===== src/rtl/sr_cmd_pkg.sv =====
`default_nettype none
// ============================================================================
// Module   : sr_cmd_pkg
// Purpose  : Shared types and constants for the SR command generator.
// Contents : deb_state_e         - per-channel debounce FSM state
//            SR_CMD_DEBOUNCE_DEF - default debounce length in cycles
//            SR_CMD_CONFLICT_MAX - saturation value of the conflict counter
// Revision : 1.0 - initial release
// ============================================================================
package sr_cmd_pkg;

  typedef enum logic [1:0] {
    LOW      = 2'd0,
    RISE_CHK = 2'd1,
    HIGH     = 2'd2,
    FALL_CHK = 2'd3
  } deb_state_e;

  localparam int         SR_CMD_DEBOUNCE_DEF = 4;
  localparam logic [7:0] SR_CMD_CONFLICT_MAX = 8'd255;

endpackage : sr_cmd_pkg
`default_nettype wire


===== src/rtl/sr_debounce.sv =====
`default_nettype none
// ============================================================================
// Module   : sr_debounce
// Purpose  : One request channel: 2-flop synchroniser, debounce FSM with a
//            run-length counter, and rising-edge detection of the filtered
//            level.
// Ports    : clk    in  clock
//            rst_n  in  asynchronous active-low reset
//            din    in  raw asynchronous request line
//            level  out filtered level (1 in HIGH / FALL_CHK)
//            rise   out one-cycle pulse, valid in the cycle whose closing edge
//                       moves the FSM into HIGH
// Revision : 1.0 - initial release
// ============================================================================
module sr_debounce
  import sr_cmd_pkg::*;
#(
  parameter int DEBOUNCE_CYCLES = SR_CMD_DEBOUNCE_DEF,
  parameter int CNT_W           = $clog2(DEBOUNCE_CYCLES + 1)
) (
  input  logic clk,
  input  logic rst_n,
  input  logic din,
  output logic level,
  output logic rise
);

  localparam logic [CNT_W-1:0] c_target = CNT_W'(DEBOUNCE_CYCLES);

  logic             r_sync1;
  logic             r_sync2;
  deb_state_e       r_state;
  deb_state_e       w_state_nxt;
  logic [CNT_W-1:0] r_cnt;
  logic [CNT_W-1:0] w_cnt_nxt;
  logic [CNT_W-1:0] w_cnt_inc;
  logic             w_rise;

  always_ff @(posedge clk or negedge rst_n) begin
    if (!rst_n) begin
      r_sync1 <= 1'b0;
      r_sync2 <= 1'b0;
      r_state <= LOW;
      r_cnt   <= '0;
    end else begin
      r_sync1 <= din;
      r_sync2 <= r_sync1;
      r_state <= w_state_nxt;
      r_cnt   <= w_cnt_nxt;
    end
  end

  // The rise is Mealy: it is asserted during the cycle that completes the
  // count so the output register in the top captures it on that same edge.
  always_comb begin
    w_state_nxt = r_state;
    w_cnt_nxt   = r_cnt;
    w_rise      = 1'b0;
    w_cnt_inc   = r_cnt + CNT_W'(1);
    unique case (r_state)
      LOW: begin
        if (r_sync2) begin
          if (DEBOUNCE_CYCLES == 1) begin
            w_state_nxt = HIGH;
            w_cnt_nxt   = '0;
            w_rise      = 1'b1;
          end else begin
            w_state_nxt = RISE_CHK;
            w_cnt_nxt   = CNT_W'(1);
          end
        end
      end
      RISE_CHK: begin
        if (r_sync2) begin
          if (w_cnt_inc == c_target) begin
            w_state_nxt = HIGH;
            w_cnt_nxt   = '0;
            w_rise      = 1'b1;
          end else begin
            w_cnt_nxt = w_cnt_inc;
          end
        end else begin
          // Glitch: level fell back before acceptance, restart from scratch.
          w_state_nxt = LOW;
          w_cnt_nxt   = '0;
        end
      end
      HIGH: begin
        if (!r_sync2) begin
          if (DEBOUNCE_CYCLES == 1) begin
            w_state_nxt = LOW;
            w_cnt_nxt   = '0;
          end else begin
            w_state_nxt = FALL_CHK;
            w_cnt_nxt   = CNT_W'(1);
          end
        end
      end
      FALL_CHK: begin
        if (!r_sync2) begin
          if (w_cnt_inc == c_target) begin
            w_state_nxt = LOW;
            w_cnt_nxt   = '0;
          end else begin
            w_cnt_nxt = w_cnt_inc;
          end
        end else begin
          w_state_nxt = HIGH;
          w_cnt_nxt   = '0;
        end
      end
      default: begin
        w_state_nxt = LOW;
        w_cnt_nxt   = '0;
      end
    endcase
  end

  assign level = (r_state == HIGH) || (r_state == FALL_CHK);
  assign rise  = w_rise;

endmodule : sr_debounce
`default_nettype wire


===== src/rtl/sr_cmd_gen.sv =====
`default_nettype none
// ============================================================================
// Module   : sr_cmd_gen
// Purpose  : Turns two raw, bouncy set/clear request lines into clean
//            one-cycle s / r pulses for an SR flip-flop. Coincident rises are
//            dropped and flagged on conflict, so {s,r} is never 2'b11.
// Ports    : clk          in  clock
//            rst_n        in  asynchronous active-low reset
//            set_req      in  raw set request
//            clr_req      in  raw clear request
//            s            out one-cycle set pulse
//            r            out one-cycle reset pulse
//            conflict     out one-cycle pulse on coincident rises
//            conflict_cnt out saturating count of conflict pulses
// Macro    : SR_CMD_CONFLICT_CNT_EN - when defined, conflict_cnt counts and
//            saturates at 255; otherwise it is tied to zero.
// Revision : 1.0 - initial release
// ============================================================================
module sr_cmd_gen
  import sr_cmd_pkg::*;
#(
  parameter int DEBOUNCE_CYCLES = SR_CMD_DEBOUNCE_DEF,
  parameter int CNT_W           = $clog2(DEBOUNCE_CYCLES + 1)
) (
  input  logic       clk,
  input  logic       rst_n,
  input  logic       set_req,
  input  logic       clr_req,
  output logic       s,
  output logic       r,
  output logic       conflict,
  output logic [7:0] conflict_cnt
);

  logic w_set_level;
  logic w_set_rise;
  logic w_clr_level;
  logic w_clr_rise;
  logic w_both;

  sr_debounce #(
    .DEBOUNCE_CYCLES (DEBOUNCE_CYCLES),
    .CNT_W           (CNT_W)
  ) u_set_deb (
    .clk   (clk),
    .rst_n (rst_n),
    .din   (set_req),
    .level (w_set_level),
    .rise  (w_set_rise)
  );

  sr_debounce #(
    .DEBOUNCE_CYCLES (DEBOUNCE_CYCLES),
    .CNT_W           (CNT_W)
  ) u_clr_deb (
    .clk   (clk),
    .rst_n (rst_n),
    .din   (clr_req),
    .level (w_clr_level),
    .rise  (w_clr_rise)
  );

  assign w_both = w_set_rise & w_clr_rise;

  always_ff @(posedge clk or negedge rst_n) begin
    if (!rst_n) begin
      s        <= 1'b0;
      r        <= 1'b0;
      conflict <= 1'b0;
    end else begin
      s        <= w_set_rise & ~w_clr_rise;
      r        <= w_clr_rise & ~w_set_rise;
      conflict <= w_both;
    end
  end

`ifdef SR_CMD_CONFLICT_CNT_EN
  logic [7:0] r_conflict_cnt;

  always_ff @(posedge clk or negedge rst_n) begin
    if (!rst_n) begin
      r_conflict_cnt <= 8'd0;
    end else if (w_both && (r_conflict_cnt != SR_CMD_CONFLICT_MAX)) begin
      r_conflict_cnt <= r_conflict_cnt + 8'd1;
    end
  end

  assign conflict_cnt = r_conflict_cnt;
`else
  assign conflict_cnt = 8'd0;
`endif

  // A rise must always leave its channel in the filtered-high level.
  a_set_rise_level : assert property (@(posedge clk) disable iff (!rst_n)
    w_set_rise |=> w_set_level);
  a_clr_rise_level : assert property (@(posedge clk) disable iff (!rst_n)
    w_clr_rise |=> w_clr_level);

endmodule : sr_cmd_gen
`default_nettype wire


===== config.mk =====
export PLATFORM = sky130hd
export DESIGN_NAME = sr_cmd_gen
export DESIGN_NICKNAME = d
export VERILOG_FILES = /design/src/rtl/sr_cmd_pkg.sv /design/src/rtl/sr_debounce.sv /design/src/rtl/sr_cmd_gen.sv
export SDC_FILE = /design/constraint.sdc
export NUM_CORES = 1
export LEC_CHECK = 0
export BUFFER_PORTS_ARGS = -buffer_cell sky130_fd_sc_hd__buf_2
export CAP_MARGIN = 15
export CORE_MARGIN = 8
export CORE_UTILIZATION = 51
export CTS_CLUSTER_SIZE = 28
export DETAILED_ROUTE_END_ITERATION = 6
export PLACE_DENSITY = 0.72
export SYNTH_ARGS = -nofsm -noshare
export SYNTH_HDL_FRONTEND = slang
export SYNTH_SLANG_ARGS = --single-unit

===== constraint.sdc =====
create_clock -name clk -period 2.04 [get_ports clk]
set_input_delay 0.204 -clock clk [delete_from_list [all_inputs] [get_ports clk]]
set_output_delay 0.204 -clock clk [all_outputs]
set_load 0.05 [all_outputs]

==> metrics <==
DRT antenna net count=0; share of the yosys chip area belonging to registers=55.4%; placement-stage cell area=785 sq um; Iteration-0 DRC Markers=4; setup tns final=0 ns; Cells after DPL=83; minimum clock period=1.54 ns; GRT met2 Usage=13.8%; Post-Place Worst Slack=0.505 ns; M1 GR Usage=11.4%; # port buffers=6; Layout Nets=81; Die Height=54.8 um; Mapped Cells=62; Reg2Reg Depth=4; Hold Fails Final Rpt=0; post-synth cell types=19; Max Transition Viols Final=0; VDD IR max=563 uV; DRC viols=0; DIE AREA=3000 sq um; final wirelength=1.13 mm; WHS Path Cells=1; HP Class=in2reg; prevailing post-synth register cell=dfrtp_1; vias=436; Mapped Area=768 sq um; first-pass detailed-route iteration total=2; outcome=complete, no violations; Root Driver=clkbuf_4; total power=0.936 mW; first-pass GRT wire length=1.95 mm; Critical Path Stages=4; RSZ-0062 raised after global routing=no; Final Instance Area=822 sq um; clk_skew=0.00356 ns; Critical Path End Type=flop; Critical Path AT=1.72 ns; crit start category=flop; via/cell ratio=4.95; cell with the most instances after synthesis=dfrtp_1; slowest cell on the critical path=dfrtp_1; crit path kind=reg2reg; largest net degree at the start of global routing=18; final setup fails=0; grt ovf=0; number of flops mapped to enable cells by yosys=0; total core area=1450 sq um; #FFs+latches synth=17; crit share post-route=75.6%; Final WS setup=0.499 ns; Syn-to-layout area delta=7.00%; PwrDens=1140 nW/um^2; CTS Buf Count=3; ANT cells=0; initial antenna violation count=0; vias in the first global route=436; largest cells by area after synthesis=dfrtp_1, buf_4, ha_1, mux2_4, xor2_1; std cell rows=14; clock tree buffer depth=2; Crit path buffers/inverters=0; DP HPWL=876 um; Ports=15; filler cell count in the final layout=124; top-area cell type share of the netlist area=55.4%; Top Usage Layer GRT=met2; Leak Pwr=0.417 nW; clk_lat worst skew=0.29 ns; Max Cap Viol=0; CP cell instances=ha_1 -> xor2_1 -> and3_4 -> mux2_4; top cells by count, synth=dfrtp_1, buf_4, nor2_1; top fanout value on the critical path=4; drt wl/cell=12.8 um; CTS tree=done; Crit path largest cell delay=0.43 ns; warnings from Yosys=0; H-Tree Depth=1; Post-Layout Cell Count=88; Mapped Avg Cell Area=12.4 sq um; Die X=54.8 um; Clock transition at path regs=0.09 ns; Crit path required time=2.22 ns; GRT Overall Usage=8.90%; # resized after CTS=0; Async S/R FF share, synth=100%; GPL Wtd Cong=0.676; CP delay by family, top=flip-flops; area leader, netlist=dfrtp_1; layout cells sized above 1=19.4%; clk sinks=17; Initial Util=52.8%; fmax=649 MHz; met3 Usage GRT=2.45%
path summary, 6_finish.rpt:
path / startpoint / endpoint / slack [ns]
worst max-delay path: u_set_deb.r_cnt[0] / flop / 0.50
worst min-delay path: set_req / u_set_deb.r_sync1 / 0.01
worst max register to register: u_set_deb.r_cnt[0] / flop / 0.50
worst min register to register: u_clr_deb.r_sync1 / u_clr_deb.r_sync2 / 0.35
max in group asynchronous: rst_n / u_clr_deb.r_cnt[2] / 1.42
min in group asynchronous: rst_n / asynchronous set/reset pin / 0.35
layout make-up:
class                   count  area (sq um)  share of cell area [%]
repair buffers              7          40.0                    4.87
flip-flops and latches     17           425                    51.8
well taps                  16          20.0                    2.44
clock inverters             1          5.00                   0.609
clock buffers               3          22.5                    2.74
multi-input cells          44           309                    37.6
cell families (layout without fill, tap and decap cells):
group / after synthesis / count (layout) / synth area share [%]
buffers and inverters: 8 / 11 / 7.82
adder cells (fa/ha/maj): 4 / 4 / 6.51
AO/OA/AOI/OAI: 7 / 7 / 6.03
XOR/XNOR: 5 / 5 / 5.70
AND/OR/NAND/NOR: 17 / 17 / 12.9
other: 1 / 8 / 0.488
multiplexers: 3 / 3 / 5.21
flip-flops: 17 / 17 / 55.4
stage by stage:
step / hold WS (ns) / util (%)
after floorplan: -0.0916 / -
after global routing: 0.000446 / 56.5
after global placement: 0.138 / 54.0
after detailed placement: 0.139 / 54.0
final: 0.0129 / 56.5
after CTS: 0.00607 / 56.5
report_power, final:
group / leakage, nW / internal [mW] / total (mW) / switching [mW]
clock network: 0.0177 / 0.0729 / 0.175 / 0.102
registers: 0.216 / 0.415 / 0.500 / 0.0851
logic: 0.183 / 0.113 / 0.262 / 0.149
metal layers:
metal,up-vias,routed length (um)
li1,218,-
met1,206,518
met2,10,519
met3,2,69
met4,0,21
met5,-,0
cell usage in the layout (no fill, tap or decap):
master	Yosys	routed
dfrtp_1	17	17
conb_1	1	8
buf_2	0	6
nor2_1	5	5
ha_1	4	4
xor2_1	3	3
nor2b_1	3	3
a21oi_1	3	3
nand2_1	3	3
clkbuf_4	0	3
nand4_1	2	2
and3_4	2	2
mux2_4	2	2
xnor2_1	2	2
nand3b_1	2	2
o31ai_1	1	1
o2bb2ai_1	1	1
a32o_1	1	1
o21ai_0	1	1
mux2i_1	1	1
clkinv_2	0	1
dlygate4sd3_1	0	1
repair_timing:
action                                 CTS  global route
hold buffers                             1             0
buffers inserted                         0             0
endpoints found under the hold margin   17             0
setup endpoints to repair                0             0
Power figures use the tool's default switching activity.
